$ cat src/rtl/flappy_game_ctrl.sv
// flappy_game_ctrl
//   Per-frame game controller for the flappy bird demo. It watches the bird
//   and pipe positions produced by the motion blocks and the USB keycode, and
//   from them it:
//     - detects collisions with the pipe, the ground and the ceiling,
//     - detects pipe passes and keeps a saturating two-digit BCD score,
//     - runs the IDLE -> PLAY -> DEAD flow.
//   On every entry to PLAY it raises restart for one frame, so the motion
//   blocks re-center on the following frame.
//
// Ports
//   frame_clk   in   clock, one rising edge per video frame
//   Reset       in   asynchronous, active-high reset
//   keycode     in   [7:0] current USB keycode (8'h00 = no key)
//   BirdX/Y/S   in   [9:0] bird center and half-size
//   PipeX/Y     in   [9:0] pipe center X and gap center Y
//   state       out  [1:0] 0 IDLE, 1 PLAY, 2 DEAD
//   playing     out  state is PLAY
//   game_over   out  state is DEAD
//   score_bcd   out  [7:0] tens in [7:4], ones in [3:0]
//   pipe_passed out  one-frame pulse per score increment
//   restart     out  one-frame pulse on each entry to PLAY
module flappy_game_ctrl #(
  parameter int         PIPE_HALF_W = 20,
  parameter int         GAP_HALF    = 60,
  parameter int         GROUND_Y    = 440,
  parameter logic [7:0] KEY_START   = 8'h2C,
  parameter int         DEAD_HOLD   = 60
) (
  input  logic       frame_clk,
  input  logic       Reset,
  input  logic [7:0] keycode,
  input  logic [9:0] BirdX,
  input  logic [9:0] BirdY,
  input  logic [9:0] BirdS,
  input  logic [9:0] PipeX,
  input  logic [9:0] PipeY,
  output logic [1:0] state,
  output logic       playing,
  output logic       game_over,
  output logic [7:0] score_bcd,
  output logic       pipe_passed,
  output logic       restart
);

  localparam int HOLD_W = (DEAD_HOLD < 2) ? 1 : $clog2(DEAD_HOLD + 1);

  typedef enum logic [1:0] {
    S_IDLE = 2'd0,
    S_PLAY = 2'd1,
    S_DEAD = 2'd2,
    S_BAD  = 2'd3
  } state_t;

  // Lower bound clamped at zero so pipes at the screen edge never wrap.
  function automatic logic [10:0] lo(input logic [10:0] a, input logic [10:0] b);
    return (a < b) ? 11'd0 : a - b;
  endfunction

  // Two-digit BCD increment that sticks at 99.
  function automatic logic [7:0] bcd_inc_sat(input logic [7:0] s);
    if (s == 8'h99)
      return s;
    else if (s[3:0] == 4'd9)
      return {s[7:4] + 4'd1, 4'd0};
    else
      return {s[7:4], s[3:0] + 4'd1};
  endfunction

  state_t              state_q;
  logic [7:0]          prev_key;
  logic                behind_q;
  logic [HOLD_W-1:0]   hold_cnt;

  // 11-bit views so sums of two 10-bit coordinates cannot overflow.
  logic [10:0] bx, by, bs, px, py, phw, gh, gy;
  assign bx  = {1'b0, BirdX};
  assign by  = {1'b0, BirdY};
  assign bs  = {1'b0, BirdS};
  assign px  = {1'b0, PipeX};
  assign py  = {1'b0, PipeY};
  assign phw = 11'(PIPE_HALF_W);
  assign gh  = 11'(GAP_HALF);
  assign gy  = 11'(GROUND_Y);

  logic h_ov, v_out, hit, behind, pass, start_edge, go_play;

  assign h_ov   = (bx + bs >= lo(px, phw)) && (lo(bx, bs) <= px + phw);
  assign v_out  = (lo(by, bs) < lo(py, gh)) || (by + bs > py + gh);
  assign hit    = (h_ov && v_out) || (by + bs >= gy) || (by < bs);
  // behind falls again when the pipe wraps to the right edge, re-arming pass.
  assign behind = (px + phw) < lo(bx, bs);
  assign pass   = behind && !behind_q;

  assign start_edge = (keycode == KEY_START) && (prev_key != KEY_START);
  assign go_play    = start_edge &&
                      ((state_q == S_IDLE) ||
                       ((state_q == S_DEAD) && (hold_cnt == '0)));

  always_ff @(posedge frame_clk or posedge Reset) begin
    if (Reset) begin
      state_q     <= S_IDLE;
      playing     <= 1'b0;
      game_over   <= 1'b0;
      score_bcd   <= 8'h00;
      pipe_passed <= 1'b0;
      restart     <= 1'b0;
      prev_key    <= 8'h00;
      behind_q    <= 1'b1;
      hold_cnt    <= '0;
    end else begin
      prev_key    <= keycode;
      behind_q    <= behind;
      pipe_passed <= 1'b0;
      restart     <= 1'b0;
      if (go_play) begin
        state_q   <= S_PLAY;
        playing   <= 1'b1;
        game_over <= 1'b0;
        score_bcd <= 8'h00;
        restart   <= 1'b1;
      end else begin
        case (state_q)
          S_IDLE: ;
          S_PLAY: begin
            // restart high means positions are still pre-restart; skip hit.
            if (hit && !restart) begin
              state_q   <= S_DEAD;
              playing   <= 1'b0;
              game_over <= 1'b1;
              hold_cnt  <= HOLD_W'(DEAD_HOLD);
            end else if (pass && (score_bcd != 8'h99)) begin
              score_bcd   <= bcd_inc_sat(score_bcd);
              pipe_passed <= 1'b1;
            end
          end
          S_DEAD: begin
            if (hold_cnt != '0)
              hold_cnt <= hold_cnt - HOLD_W'(1);
          end
          default: begin
            state_q   <= S_IDLE;
            playing   <= 1'b0;
            game_over <= 1'b0;
          end
        endcase
      end
    end
  end

  assign state = state_q;

endmodule
$ cat config.mk
export PLATFORM = sky130hd
export DESIGN_NAME = flappy_game_ctrl
export DESIGN_NICKNAME = d
export VERILOG_FILES = /design/src/rtl/flappy_game_ctrl.sv
export SDC_FILE = /design/constraint.sdc
export NUM_CORES = 1
export LEC_CHECK = 0
export BUFFER_PORTS_ARGS = -buffer_cell sky130_fd_sc_hd__buf_2
export CAP_MARGIN = 5
export CORE_ASPECT_RATIO = 0.5
export CORE_MARGIN = 4
export CORE_UTILIZATION = 36
export DETAILED_ROUTE_END_ITERATION = 8
export SYNTH_ARGS = -nofsm -noshare
export SYNTH_HDL_FRONTEND = slang
export SYNTH_SLANG_ARGS = --single-unit
$ cat constraint.sdc
create_clock -name frame_clk -period 4.2 [get_ports frame_clk]
set_input_delay 0.63 -clock frame_clk [delete_from_list [all_inputs] [get_ports frame_clk]]
set_output_delay 0.63 -clock frame_clk [all_outputs]
set_load 0.02 [all_outputs]
==> run metrics, run 1 <==
Critical Path Source Type=input port; post-DP HPWL=between 10000 and 15000 um; Root Buffer=clkbuf_16; diode count=0; Core Region=12200 sq um; post-route cell area=roughly 6400 sq um; GPL Wtd Cong=0.904; CTS tree=built; Routed WL per cell=13.7 um; largest net degree at the start of global routing=28; hold buffers post-CTS=0; most frequent cells in the layout=99 x buf_4, 82 x ha_1, 69 x buf_2; gr ovfl total=0; # setup viols final=6; CP Launch Point=BirdS[0]; I/O Buffers=73; post-route ant nets=0; Hold WS=between 400 and 500 ps; Reg clk slew, reported paths=roughly 70 ps; Max-Cap Viols=0; initial antenna violation count=0; CP Max Fanout=3; peak supply drop=~0.00028 V; first-pass GRT wire length=a little over 20000 um; Worst-Skew Late Latency=260 ps; Die ar.=14900 sq um; Die Span X=about 170 um; R2R Path End=score_bcd[3]; syn avg cell area=7.90 sq um; EDFF count, synth=0; nets=908; Critical Path RT=4380 ps; commonest non-fill, non-tap cell in the layout=buf_4; Yosys reg bits=27; RSZ-0062 raised after global routing=yes; HP Class=in -> reg; distinct cell type count after synthesis=60; CP Data Arrival Time=between 4000 and 5000 ps; final worst slack=-87.2 ps; dpl cell area=5890 sq um; initial core utilization=38.1%; FILL cells=1177; Slew @ Worst Pin=995 ps; CTS sink count=27; Via-to-Cell Ratio=5.08; worst r2r src=score_bcd[4]; io pins=74; First DRT Iteration DRCs=213; R2R Setup Slk=2250 ps; die span in y=88.3 um; Worst Hold Depth=1; WL final=between 10000 and 15000 um; vias in the first global route=4436; post-synthesis sequential area ratio=14.6%; hold endpoint=prev_key[5]; DRT Pass-1 Iters=4; # DRC=0; CP max stage delay=410 ps; routed via count=between 4000 and 5000; critical path cell sequence=buf_6, ha_4, fa_2, nor2b_4, o21ai_2, nand2b_1, a21o_1, a21o_1, a21o_1, a21o_1, xnor2_1, nor2_1, ha_1, and4_1, o211ai_1, a31o_1, and3_4, a211o_4, a31oi_4, nand3_2, or4_1, a31oi_1; P&R area growth vs syn=38.8%; Total Routing Usage GR=16.0%; critical path's top delay family=compound AO/OA/AOI/OAI gates; worst-path cell with the longest stage delay=or4_1; status=finished, violations left; Static Leak=3.10 nW; nature of the critical path endpoint=register; Synth Flop Type=dfrtp_1; Yosys Warn Count=0; HP Start=keycode[5]; site row count=28; H-tree depth=1; violated checks=setup timing; fmax=~0.23 GHz; Async S/R FF share, synth=100%; share of cells above drive strength 1=35.0%; TritonCTS buffer count=3; Synth Net Count=about 740; Mapped Cells=588; Slew Viols, Final=0; synthesized area=between 4000 and 5000 sq um; CP dominant cell by count=a21o_1; register area=677 sq um; reg2reg path depth=8; area of the multi-input gates=4050 sq um; Final Hold Fails=0; Max-slew headroom=33.6%; crit share post-route=102%; Crit path buffers/inverters=1; PwrDens=approximately 250 nW/um^2; min Tclk post-route=4290 ps; Worst Skew=2.75 ps; WS Path Type=in -> reg; CTS Buffer Depth=2
-- repair_timing --
| action | CTS | global route |
|---|---|---|
| pin swaps | 21 | 35 |
| setup buffers | 8 | 2 |
| cloned | 1 | 0 |
| resized for setup | 39 | 50 |
| endpoints found under the hold margin | 0 | 0 |
| setup endpoints to repair | 16 | 17 |
-- layout make-up --
type / count / share of cell area [%]
Clock buffer: 3 / 1.16
Clock inverter: 1 / 0.116
Inverter: 54 / 3.32
Multi-Input combinational cell: 488 / 62.8
Sequential cell: 27 / 10.5
Tap cell: 165 / 3.20
Timing Repair Buffer: 179 / 18.9
-- worst max-delay path by stage --
stage | end | slack, ps | cells after the start
finish | score_bcd[3] | -90 | 22
global route | score_bcd[6] | -300 | 23
CTS | score_bcd[3] | -170 | 22
detailed placement | score_bcd[3] | -650 | 21
global placement | score_bcd[3] | -530 | 22
floorplan | score_bcd[3] | -240 | 21
-- per-stage QoR --
step / util (%) / setup WS, ps / cells / power, W / TNS [ps]
6_report: 52.9 / -87.2 / 917 / 0.00159 / -342
4_1_cts: 50.8 / -172 / 915 / 0.00151 / -664
5_1_grt: 52.9 / -302 / 917 / 0.00173 / -2220
3_3_place_gp: 48.3 / -529 / 902 / 0.00124 / -6340
2_1_floorplan: - / -236 / 588 / 0.000938 / -831
3_5_place_dp: 48.3 / -652 / 902 / 0.00125 / -7840
-- where the power goes --
part | switching, W | internal, W
clock network | 0.0000877 | 0.000129
registers | 0.0000482 | 0.000306
logic | 0.000519 | 0.000496
total | 0.000655 | 0.000931
-- worst reg2reg max path: stages, from the launching register on --
cell	delay (ps)
dfrtp_1	470
ha_1	230
nand2_1	70
nor2_1	60
a211oi_1	230
buf_4	160
nand3_2	80
or4_1	410
a31oi_1	160
-- sequential cells by signal, indices dropped and copies added, names as in the netlist --
signal,flops
game_over,1
pipe_passed,1
restart,1
behind_q,1
prev_key,8
hold_cnt,6
score_bcd,8
state,1
-- Yosys cell counts (17+ instances only) --
master / count / share of area, %
xor2_1: 18 / 3.4
nand2b_1: 18 / 2.4
a21oi_1: 29 / 3.1
ha_1: 91 / 25
o21ai_0: 29 / 3.1
dfrtp_1: 26 / 14
nand2_1: 49 / 4.0
nor2b_1: 17 / 2.3
nor2_1: 42 / 3.4
inv_1: 54 / 4.4
xnor2_1: 26 / 4.9
nand3_1: 22 / 2.4
-- routing by layer --
layer  up-vias  part of all wire [%]  wire length (um)  track usage [%]
met2        58                    49              6110             30.5
met4         0                  0.56                70             1.77
met3         8                   2.5               318            0.625
met1      2170                    48              6080             21.2
li1       2425                     -                 -                -
met5         -                     0                 0                0
-- cell families after synthesis --
family	count (synthesis)	synth area share [%]
adders and majority gates	95	26.2
DFF	27	14.6
and+or+nand+nor	208	23.4
buffers and inverters	74	6.76
xor gates and xnor gates	44	8.30
muxes	2	0.431
AOI/OAI and AO/OA	138	20.3
No activity file was read; power rests on OpenSTA's default activity.
==> run 2, diff against run 1 <==
--- a/config.mk
+++ b/config.mk
@@ -9,8 +9,10 @@
 export CAP_MARGIN = 5
 export CORE_ASPECT_RATIO = 0.5
 export CORE_MARGIN = 4
-export CORE_UTILIZATION = 36
+export CORE_UTILIZATION = 45
 export DETAILED_ROUTE_END_ITERATION = 8
+export PLACE_DENSITY = 0.66
+export SETUP_SLACK_MARGIN = 0.02
 export SYNTH_ARGS = -nofsm -noshare
 export SYNTH_HDL_FRONTEND = slang
 export SYNTH_SLANG_ARGS = --single-unit
==> run 2 against run 1 <==
The run still ends with setup timing left. Power down 0.92%. Design area shrank 1.4%. Routed wire length up 1.2%. Fmax down 2.1%. Core utilization increased by 12 points. Sequential power about the same. Non-clock buffer count grew 14. Die area fell by 19%. Via count is 3.3% higher. Clock power is 3% lower.
==> run metrics, run 2 (synthesis results as in run 1) <==
Via-to-Cell Ratio=5.34; vias in the first global route=4692; routed via count=a little under 5000; post-route cell area=6360 sq um; dpl cell area=5930 sq um; diode count=0; # setup viols final=8; Static Leak=3.14 nW; CP Data Arrival Time=4560 ps; initial core utilization=roughly 48%; die span in y=79.8 um; gr ovfl total=0; GPL Wtd Cong=0.828; Worst Skew=1.72 ps; min Tclk post-route=4380 ps; HP Class=in -> reg; Final Hold Fails=0; crit share post-route=104%; # placed instances=882; first-pass GRT wire length=roughly 20000 um; peak supply drop=0.000150 V; TritonCTS buffer count=3; violated checks=setup timing; RSZ-0062 raised after global routing=yes; nets=923; post-DP HPWL=10300 um; # DRC=0; final worst slack=-178 ps; CTS tree=built; Core Region=9760 sq um; Reg clk slew, reported paths=60 ps; H-tree depth=1; Max-slew headroom=33.2%; Max-Cap Viols=0; First DRT Iteration DRCs=140; P&R area growth vs syn=36.9%; site row count=25; status=finished, violations left; most frequent cells in the layout=120 x buf_4, 83 x ha_1, 70 x buf_2; I/O Buffers=between 70 and 80; largest net degree at the start of global routing=28; DP Worst Slack=-675 ps; Total Routing Usage GR=approximately 20%; Largest regs=prev_key x8, score_bcd x8, hold_cnt x6; hold buffers post-CTS=0; Final Util=65.2%; Slew Viols, Final=0; Die ar.=12100 sq um; WS Path Type=in -> reg; Die Span X=152 um; DRT Pass-1 Iters=4; share of cells above drive strength 1=33.0%; PwrDens=247 nW/um^2; fmax=0.228 GHz; Pwr Total=0.00157 W; CTS Buffer Depth=2; CP Max Fanout=4; Critical Path Source Type=input port; Critical Path RT=between 4000 and 5000 ps; CTS sink count=27; nature of the critical path endpoint=register; io pins=74; Slew @ Worst Pin=1000 ps; Routed WL per cell=14.1 um; Root Buffer=clkbuf_16; commonest non-fill, non-tap cell in the layout=buf_4; fin cells=902; WL final=12700 um; Worst-Skew Late Latency=260 ps; initial antenna violation count=0; post-route ant nets=0
[run 2: timing repair]
item	CTS	global route
gates resized for setup	23	29
endpoints found under the setup margin	17	17
pin swaps	11	4
gates cloned	1	1
buffers inserted	10	4
[run 2: worst max-delay path, stage by stage]
cell and delay [ps]:
buf_8 100, inv_4 50, ha_4 130, fa_2 240
nor2b_4 50, o21ai_2 110, nand2b_1 90, a21o_1 190
a21o_1 190, a21o_1 190, a21o_1 210, xnor2_1 170
nor2_1 70, ha_1 290, and4_1 200, o211ai_1 90
a31o_1 190, and3_4 140, a211o_4 300, a31oi_4 220
nand3_2 130, or4_1 420, a31oi_1 140
[run 2: where the power goes]
group	internal, W	total (W)	switching, W
sequential	0.000306	0.000351	0.0000447
combinational	0.000494	0.00101	0.000515
clock	0.000130	0.000211	0.0000813
total	0.000930	0.00157	0.000641
[run 2: layout make-up]
cell class	instances	area [sq um]
sequential	27	677
inverter	54	209
timing repair buffer	193	1290
multi-input combinational	489	3930
clock buffer	4	78.8
tap	135	169
fill	843	3400
[run 2: path summary, 6_finish.rpt]
kind,start,endpoint,slack [ps],depth (start not counted)
max,BirdY[0],score_bcd[3],-180,23
min,keycode[5],prev_key[5],490,1
max reg2reg,score_bcd[2],score_bcd[1],2300,9
min reg2reg,hold_cnt[4],hold_cnt[4],500,1
max in group asynchronous,Reset,hold_cnt[5],2990,2
min in group asynchronous,Reset,score_bcd[2],600,2
[run 2: layer usage]
| metal | GRT usage, % | part of all wire, % | up-vias |
|---|---|---|---|
| met1 | 25.4 | 47 | 2258 |
| met2 | 37.9 | 50 | 76 |
| met4 | 2.87 | 0.75 | 0 |
| met3 | 1.08 | 2.9 | 10 |
| met5 | 0 | 0 | - |
| li1 | - | - | 2470 |
[run 2: stage by stage]
stage	hold slack [ps]	setup TNS, ps
finish	490	-828
global route	490	-3550
CTS	480	-1380
detailed placement	462	-8700
global placement	465	-7290
floorplan	443	-831
